**src/rtl/multi_pb_debouncer.sv**
```systemverilog
// N-channel push-button conditioner: 2-FF sync, saturating debounce, edge pulses, long-press.
// Optional auto-repeat when DEBOUNCE_AUTOREPEAT_EN is defined; otherwise pb_repeat is tied to 0.
module multi_pb_debouncer #(
  parameter int NUM_CH     = 4,
  parameter int CNT_W      = 20,
  parameter int ACTIVE_LOW = 1,
  parameter int HOLD_W     = 24,
  parameter int HOLD_CYC   = 10_000_000,
  parameter int REPEAT_CYC = 2_500_000
) (
  input  logic              clk,
  input  logic              reset,
  input  logic [NUM_CH-1:0] pb_in,
  output logic [NUM_CH-1:0] pb_state,
  output logic [NUM_CH-1:0] pb_down,
  output logic [NUM_CH-1:0] pb_up,
  output logic [NUM_CH-1:0] pb_long,
  output logic [NUM_CH-1:0] pb_repeat,
  output logic              any_pressed
);

  localparam logic              INV      = (ACTIVE_LOW != 0);
  localparam logic [HOLD_W-1:0] HOLD_LIM = HOLD_W'(HOLD_CYC);
  localparam logic [HOLD_W-1:0] HOLD_M1  = HOLD_W'(HOLD_CYC - 1);

  assign any_pressed = |pb_state;

  for (genvar ch = 0; ch < NUM_CH; ch++) begin : g_ch
    logic              s0, s1;
    logic              state_q, down_q, up_q, long_q;
    logic [CNT_W-1:0]  cnt_q;
    logic [HOLD_W-1:0] hold_q;
    logic              flip, state_nxt;

    // Toggle only after 2^CNT_W consecutive disagreeing samples.
    assign flip      = (s1 != state_q) && (cnt_q == '1);
    assign state_nxt = state_q ^ flip;

    always_ff @(posedge clk) begin
      if (!reset) begin
        s0      <= 1'b0;
        s1      <= 1'b0;
        cnt_q   <= '0;
        state_q <= 1'b0;
        down_q  <= 1'b0;
        up_q    <= 1'b0;
        hold_q  <= '0;
        long_q  <= 1'b0;
      end else begin
        s0      <= pb_in[ch] ^ INV;
        s1      <= s0;
        if ((s1 == state_q) || flip)
          cnt_q <= '0;
        else
          cnt_q <= cnt_q + 1'b1;
        state_q <= state_nxt;
        down_q  <= flip & ~state_q;
        up_q    <= flip & state_q;
        if (!state_q)
          hold_q <= '0;
        else if (hold_q != HOLD_LIM)
          hold_q <= hold_q + 1'b1;
        // A release landing on the same edge suppresses the long-press pulse.
        long_q  <= state_q & state_nxt & (hold_q == HOLD_M1);
      end
    end

    assign pb_state[ch] = state_q;
    assign pb_down[ch]  = down_q;
    assign pb_up[ch]    = up_q;
    assign pb_long[ch]  = long_q;

`ifdef DEBOUNCE_AUTOREPEAT_EN
    localparam logic [HOLD_W-1:0] REP_M1 = HOLD_W'(REPEAT_CYC - 1);
    logic [HOLD_W-1:0] rep_q;
    logic              rep_pls_q;
    logic              armed;

    // Saturated hold counter means pb_long already fired for this press.
    assign armed = state_q & (hold_q == HOLD_LIM);

    always_ff @(posedge clk) begin
      if (!reset) begin
        rep_q     <= '0;
        rep_pls_q <= 1'b0;
      end else if (!state_nxt) begin
        rep_q     <= '0;
        rep_pls_q <= 1'b0;
      end else if (armed) begin
        if (rep_q == REP_M1) begin
          rep_q     <= '0;
          rep_pls_q <= 1'b1;
        end else begin
          rep_q     <= rep_q + 1'b1;
          rep_pls_q <= 1'b0;
        end
      end else begin
        rep_pls_q <= 1'b0;
      end
    end

    assign pb_repeat[ch] = rep_pls_q;
`else
    assign pb_repeat[ch] = 1'b0;
`endif
  end

endmodule
```
**config.mk**
```make
export PLATFORM = sky130hd
export DESIGN_NAME = multi_pb_debouncer
export DESIGN_NICKNAME = d
export VERILOG_FILES = /design/src/rtl/multi_pb_debouncer.sv
export SDC_FILE = /design/constraint.sdc
export NUM_CORES = 1
export LEC_CHECK = 0
export CORE_MARGIN = 5
export CORE_UTILIZATION = 35
export DETAILED_ROUTE_END_ITERATION = 10
export HOLD_SLACK_MARGIN = 0.05
export PLACE_DENSITY = 0.54
export SLEW_MARGIN = 20
export SYNTH_ARGS = -nofsm -noshare
export SYNTH_HDL_FRONTEND = slang
export SYNTH_SLANG_ARGS = --single-unit
```
**constraint.sdc**
```tcl
create_clock -name clk -period 1.8 [get_ports clk]
set_input_delay 0.36 -clock clk [delete_from_list [all_inputs] [get_ports clk]]
set_output_delay 0.36 -clock clk [all_outputs]
set_load 0.01 [all_outputs]
```
# Word level (Yosys, flattened, before mapping)
# Index checks and enable logic that the tools add are counted.
# totals
regBits	200
in_bits	6
out_inout_bits	21
# op_classes
add_sub_neg	8
eq_ne	20
bitwise	29
reduce_logical	17
# ops
operator	count
$add 24x1->24 const B	4
$eq 24x24->1 const B	4
$ne 24x24->1 const B	4
$add 20x1->20 const B	4
$eq 20x20->1 const B	4
$and 1x1->1	16
$not 1->1	9
$reduce_and 2->1	4
$reduce_or 2->1	4
$eq 1x1->1	4
$logic_and 1x1->1	4
$logic_or 1x1->1	4
$ne 1x1->1	4
$reduce_or 4->1	1
$xor 1x1->1	4

# Logic depth before layout (Yosys ltp)
# logic_depth
depth_word	5
depth_mapped	7
mapped_depth_nobuf	6

# Worst setup path after synthesis
# Ideal clock, no wire load.
# synth_timing
kind	register to register
start	reg g_ch[1].hold_q[1]
end	reg g_ch[1].hold_q[14]
setup_ns	0.059
arrival_time_ns	1.864
required_ns	1.741
setup_slack_ns	-0.123
path_stages_with_launch	7
n_path_buf	1
period_less_slack_ns	1.923
path_cell_list	dfxtp_1 ha_1 nand2_1 or4_1 buf_2 or4_1 nand2_1
# synth_via
elab_chain_len	1
word_cells_on_any_way	2
cone_classes	add/sub (1); eq/ne (1)
# synth_rtl
item	line_no	rtl
from (decl)	32	logic [HOLD_W-1:0] hold_q;
from (signal assigned)	62	hold_q <= hold_q + 1'b1;
$add 24x1->24 / $ne 24x24->1 (equally long branches)	62, 61	
# Parallel ways exist; a longest one is shown, timed or not.
# A chain may end at the register's enable or synchronous reset.

==> metrics list <==
- Initial standard-cell utilization of the core: 35.5%
- The share of total power dissipated in sequential elements is 51.4%.
* Row cnt: 59
* Critical path's largest stage delay: 530 ps
- Largest net degree at the start of global routing: 18
- The critical path goes through or4_4, buf_6.
- Number of failing setup endpoints in the final timing report: 0
* Antenna violations before repair: 0
- Global-route wire length before repair: about 35000 um
- Measured along the x axis, the die boundary spans roughly 170 um.
- Of all flip-flops after synthesis, the portion carrying an async set or reset was 0%.
* Shortest clock period the worst path allows after layout: 1780 ps
* Element type at the critical path start: register
- Share of post-route cells with drive strength above 1: 19.8%
- Worst hold-check path type: register to register
- Post-synthesis cell type count: 51
- Outcome: complete, no violations
* Simple-Gate Fraction of Synth Area: ~31%
- Total via count after detailed routing: around 8.1k
- After synthesis the cells add up to 0.00923 mm^2.
- Root buf cell: clkbuf_16
- Area growth, synth to finish: 25.8%
- Largest delay contributor family on the critical path: simple AND/OR/NAND/NOR gates
- The H-tree was split into 4 levels.
- Per report_power, the combinational group accounts for 0.8% of the total.
* RSZ-0062 raised after global routing: true
* Pwr dens: 744 mW/mm^2
* Peak clock frequency supported by timing: 562 MHz
* Average wire per cell in the routed design: 13.3 um
- After detailed routing, the total wire length is 20900 um.
- The die covers 0.0297 mm^2.
- The analysis attributes to net switching a power of 0.00179 W.
* Most frequently used cell type in the post-synthesis netlist: dfxtp_1
- For this run the aggregate overflow at the end of global routing stands at 0.
* HPWL after detailed placement: 15100 um
- Overall die height: about 170 um
- Largest family of logic cells by synthesized area: simple AND/OR/NAND/NOR gates
* CTS tree: built
* Arrival time at the worst endpoint: approximately 1400 ps
- Counting tap cells, the placed design contains a total of 1534 instances.
* Number of warnings printed during yosys synthesis: 0
- Routability-driven placement finished with a final weighted congestion of 0.786.
- Internal power contribution: 0.00684 W
- Setup Crit Path Kind: register to primary output
* Number of clock sinks: 200
- After clock tree synthesis, the clock-pin slew on the worst setup and hold paths is approximately 70 ps.
- Commonest cells in the synthesized netlist: 200 x dfxtp_1, 111 x nor2_1, 75 x nand3_1
- The number of max-slew violations in the final report was 0.
- Along the worst path, the maximum fanout reaches 2.
* First-pass iteration count of the detailed router: 4
- Core area: roughly 0.026 mm^2
* Post-layout net count: ~1.2k
* Number of nets with antenna violations after routing: 0
- Clock latency on the worst-skew pair: 440 ps
- Combined buffer and inverter count along the critical path: 1
* Cells taking the most area after synthesis: dfxtp_1 43%, xor2_1 4.6%, nor2_1 4.5%
* Leakage: 3.91 nW
* Tot GR Track Use: 14.3%
- Max-Cap Viols: 0
* Synth Register Bits: 200
* Top-Level Pins: 27
- In this run switching power makes up 20.7% of total power.
* Setup TNS Final: 0 ps
- Number of hold-repair buffers added at the cts stage: 0
* Cells after Synth: between 1k and 1.5k
- Hold slack final: 429 ps
- The synthesized design spends more area on one cell type than any other, namely dfxtp_1.
- Number of violations reported at the end of detailed-routing iteration 0: 331
- Post-synth top area share: 43.4%
* Dominant register cell in the synthesized netlist: dfxtp_1
* DR DRC count: 0
- During placement, the flow inserted port buffers numbering 22.
- The worst setup path is captured at a primary output.
- Required @ worst endpoint: 1440 ps
- In the routed layout, each cell is associated on average with a via count of 5.15.
- Sequential elements use a little over two fifths of the synthesized area.
- The slowest stage of the critical path is the or4_4 cell.
- The synthesized netlist devotes 10.9% of its cell area to compound gates.
- Fraction of synthesized cell area in xor and xnor cells: 8.26%
* Placed instance area: 0.0107 mm^2
- Measured against the total synthesized area, the mux share comes to 0.325%.
* Final hold viol count: 0
* Vias in the first global route: 7473
* Number of cells in the finished layout apart from fillers: 1573
- Buffers inserted during clock tree synthesis total 17.
- Number of synthesized flops with an enable pin: 0
- 0 antenna diodes ended up in the layout.
* Max IR drop VDD: 0.000590 V
- In the finished design, the share of the clock period the worst path needs comes to 98.9%.
- Total power for the finished layout comes to 0.00864 W.
* Buffers from clock root to sink, at most: 2
* Worst-case clock skew: 15.7 ps
- Final Cell Area: 0.0116 mm^2
- Synth Area per Inst: roughly 8.5 um^2
* Adder-cell share of the synthesized area: 1.63%
* Portion of total power attributed to the clock network: 47.8%
-- worst paths after layout --
path	to	start	slack [ps]	cells past startpoint
hold / removal	g_ch[0].s1	g_ch[0].s0	430	1
setup / recovery	any_pressed	register	20	2
setup reg to reg	g_ch[1].hold_q[23]	g_ch[1].hold_q[6]	70	4
hold reg to reg	g_ch[0].s1	g_ch[0].s0	430	1
-- placed cells by master, fill, tap and decap left out, types with 14 or more instances in the layout --
master	netlist	routed
or3_1	37	37
and3_1	23	20
and2_1	15	15
o21ai_0	49	49
nor2_1	111	111
a21oi_1	73	69
or4_1	27	23
xnor2_1	39	39
nand4_1	41	41
and4_1	38	38
dfxtp_1	200	179
nand3_1	75	72
dfxtp_2	0	19
inv_1	29	29
buf_4	20	148
xor2_1	48	48
clkbuf_16	0	17
nand2_1	68	67
o31ai_1	21	21
clkdlybuf4s50_1	0	16
nor3_1	35	34
nor4_1	16	14
-- cell families (layout without fill, tap and decap cells) --
logic type | count (synthesis) | after routing
AO/OA/AOI/OAI | 172 | 172
XOR/XNOR | 87 | 87
adder cells (fa/ha/maj) | 12 | 12
buffers and inverters | 83 | 237
flip-flops | 200 | 200
multiplexers | 3 | 3
other | 1 | 4
AND/OR/NAND/NOR | 523 | 523
-- final cells by class --
class                   count  area (um^2)
fillers                  2541        14400
multi-input cells         801         4990
flip-flops and latches    200         4040
repair buffers            176         1420
clock buffers              19          443
well taps                 335          419
clock inverters            13          194
inverters                  29          109
-- state kept, by name (all words and copies together) (netlist names), named ones only --
name / count
g_ch.hold_q: 96
g_ch.cnt_q: 80
g_ch.down_q: 4
g_ch.long_q: 4
g_ch.s0: 4
g_ch.s1: 4
g_ch.up_q: 4
-- stage by stage --
step / utilization, % / worst slack (ps)
2_1_floorplan: - / -19.2
3_3_place_gp: 41.4 / -109
3_5_place_dp: 41.4 / -135
4_1_cts: 44.2 / -10.3
5_1_grt: 44.7 / -32.5
6_report: 44.7 / 19.2
-- layer usage --
layer | share of wire (%) | wire length, um | vias to the layer above | GRT usage (%)
met3 | 3.0 | 631 | 20 | 2.88
met5 | 0 | 0 | - | 0
li1 | - | - | 4219 | -
met4 | 1.3 | 263 | 0 | 4.00
met1 | 53 | 11000 | 3777 | 20.4
met2 | 43 | 9000 | 89 | 21.8
-- repair_timing --
action | in CTS | in global routing
buffers inserted | 5 | 2
hold endpoints to repair | 0 | 0
pin swaps | 3 | 8
endpoints found under the setup margin | 19 | 67
gates resized for setup | 25 | 40
-- power groups by stage --
stage | Sequential [W] | Clock, W | Combinational, W
3_5_place_dp | 0.00454 | 0 | 0.0000705
3_3_place_gp | 0.00454 | 0 | 0.0000707
2_1_floorplan | 0.00454 | 0 | 0.0000426
4_1_cts | 0.00444 | 0.00425 | 0.0000720
5_1_grt | 0.00444 | 0.00445 | 0.0000797
6_report | 0.00444 | 0.00413 | 0.0000724
(Power assumes the default switching activity.)
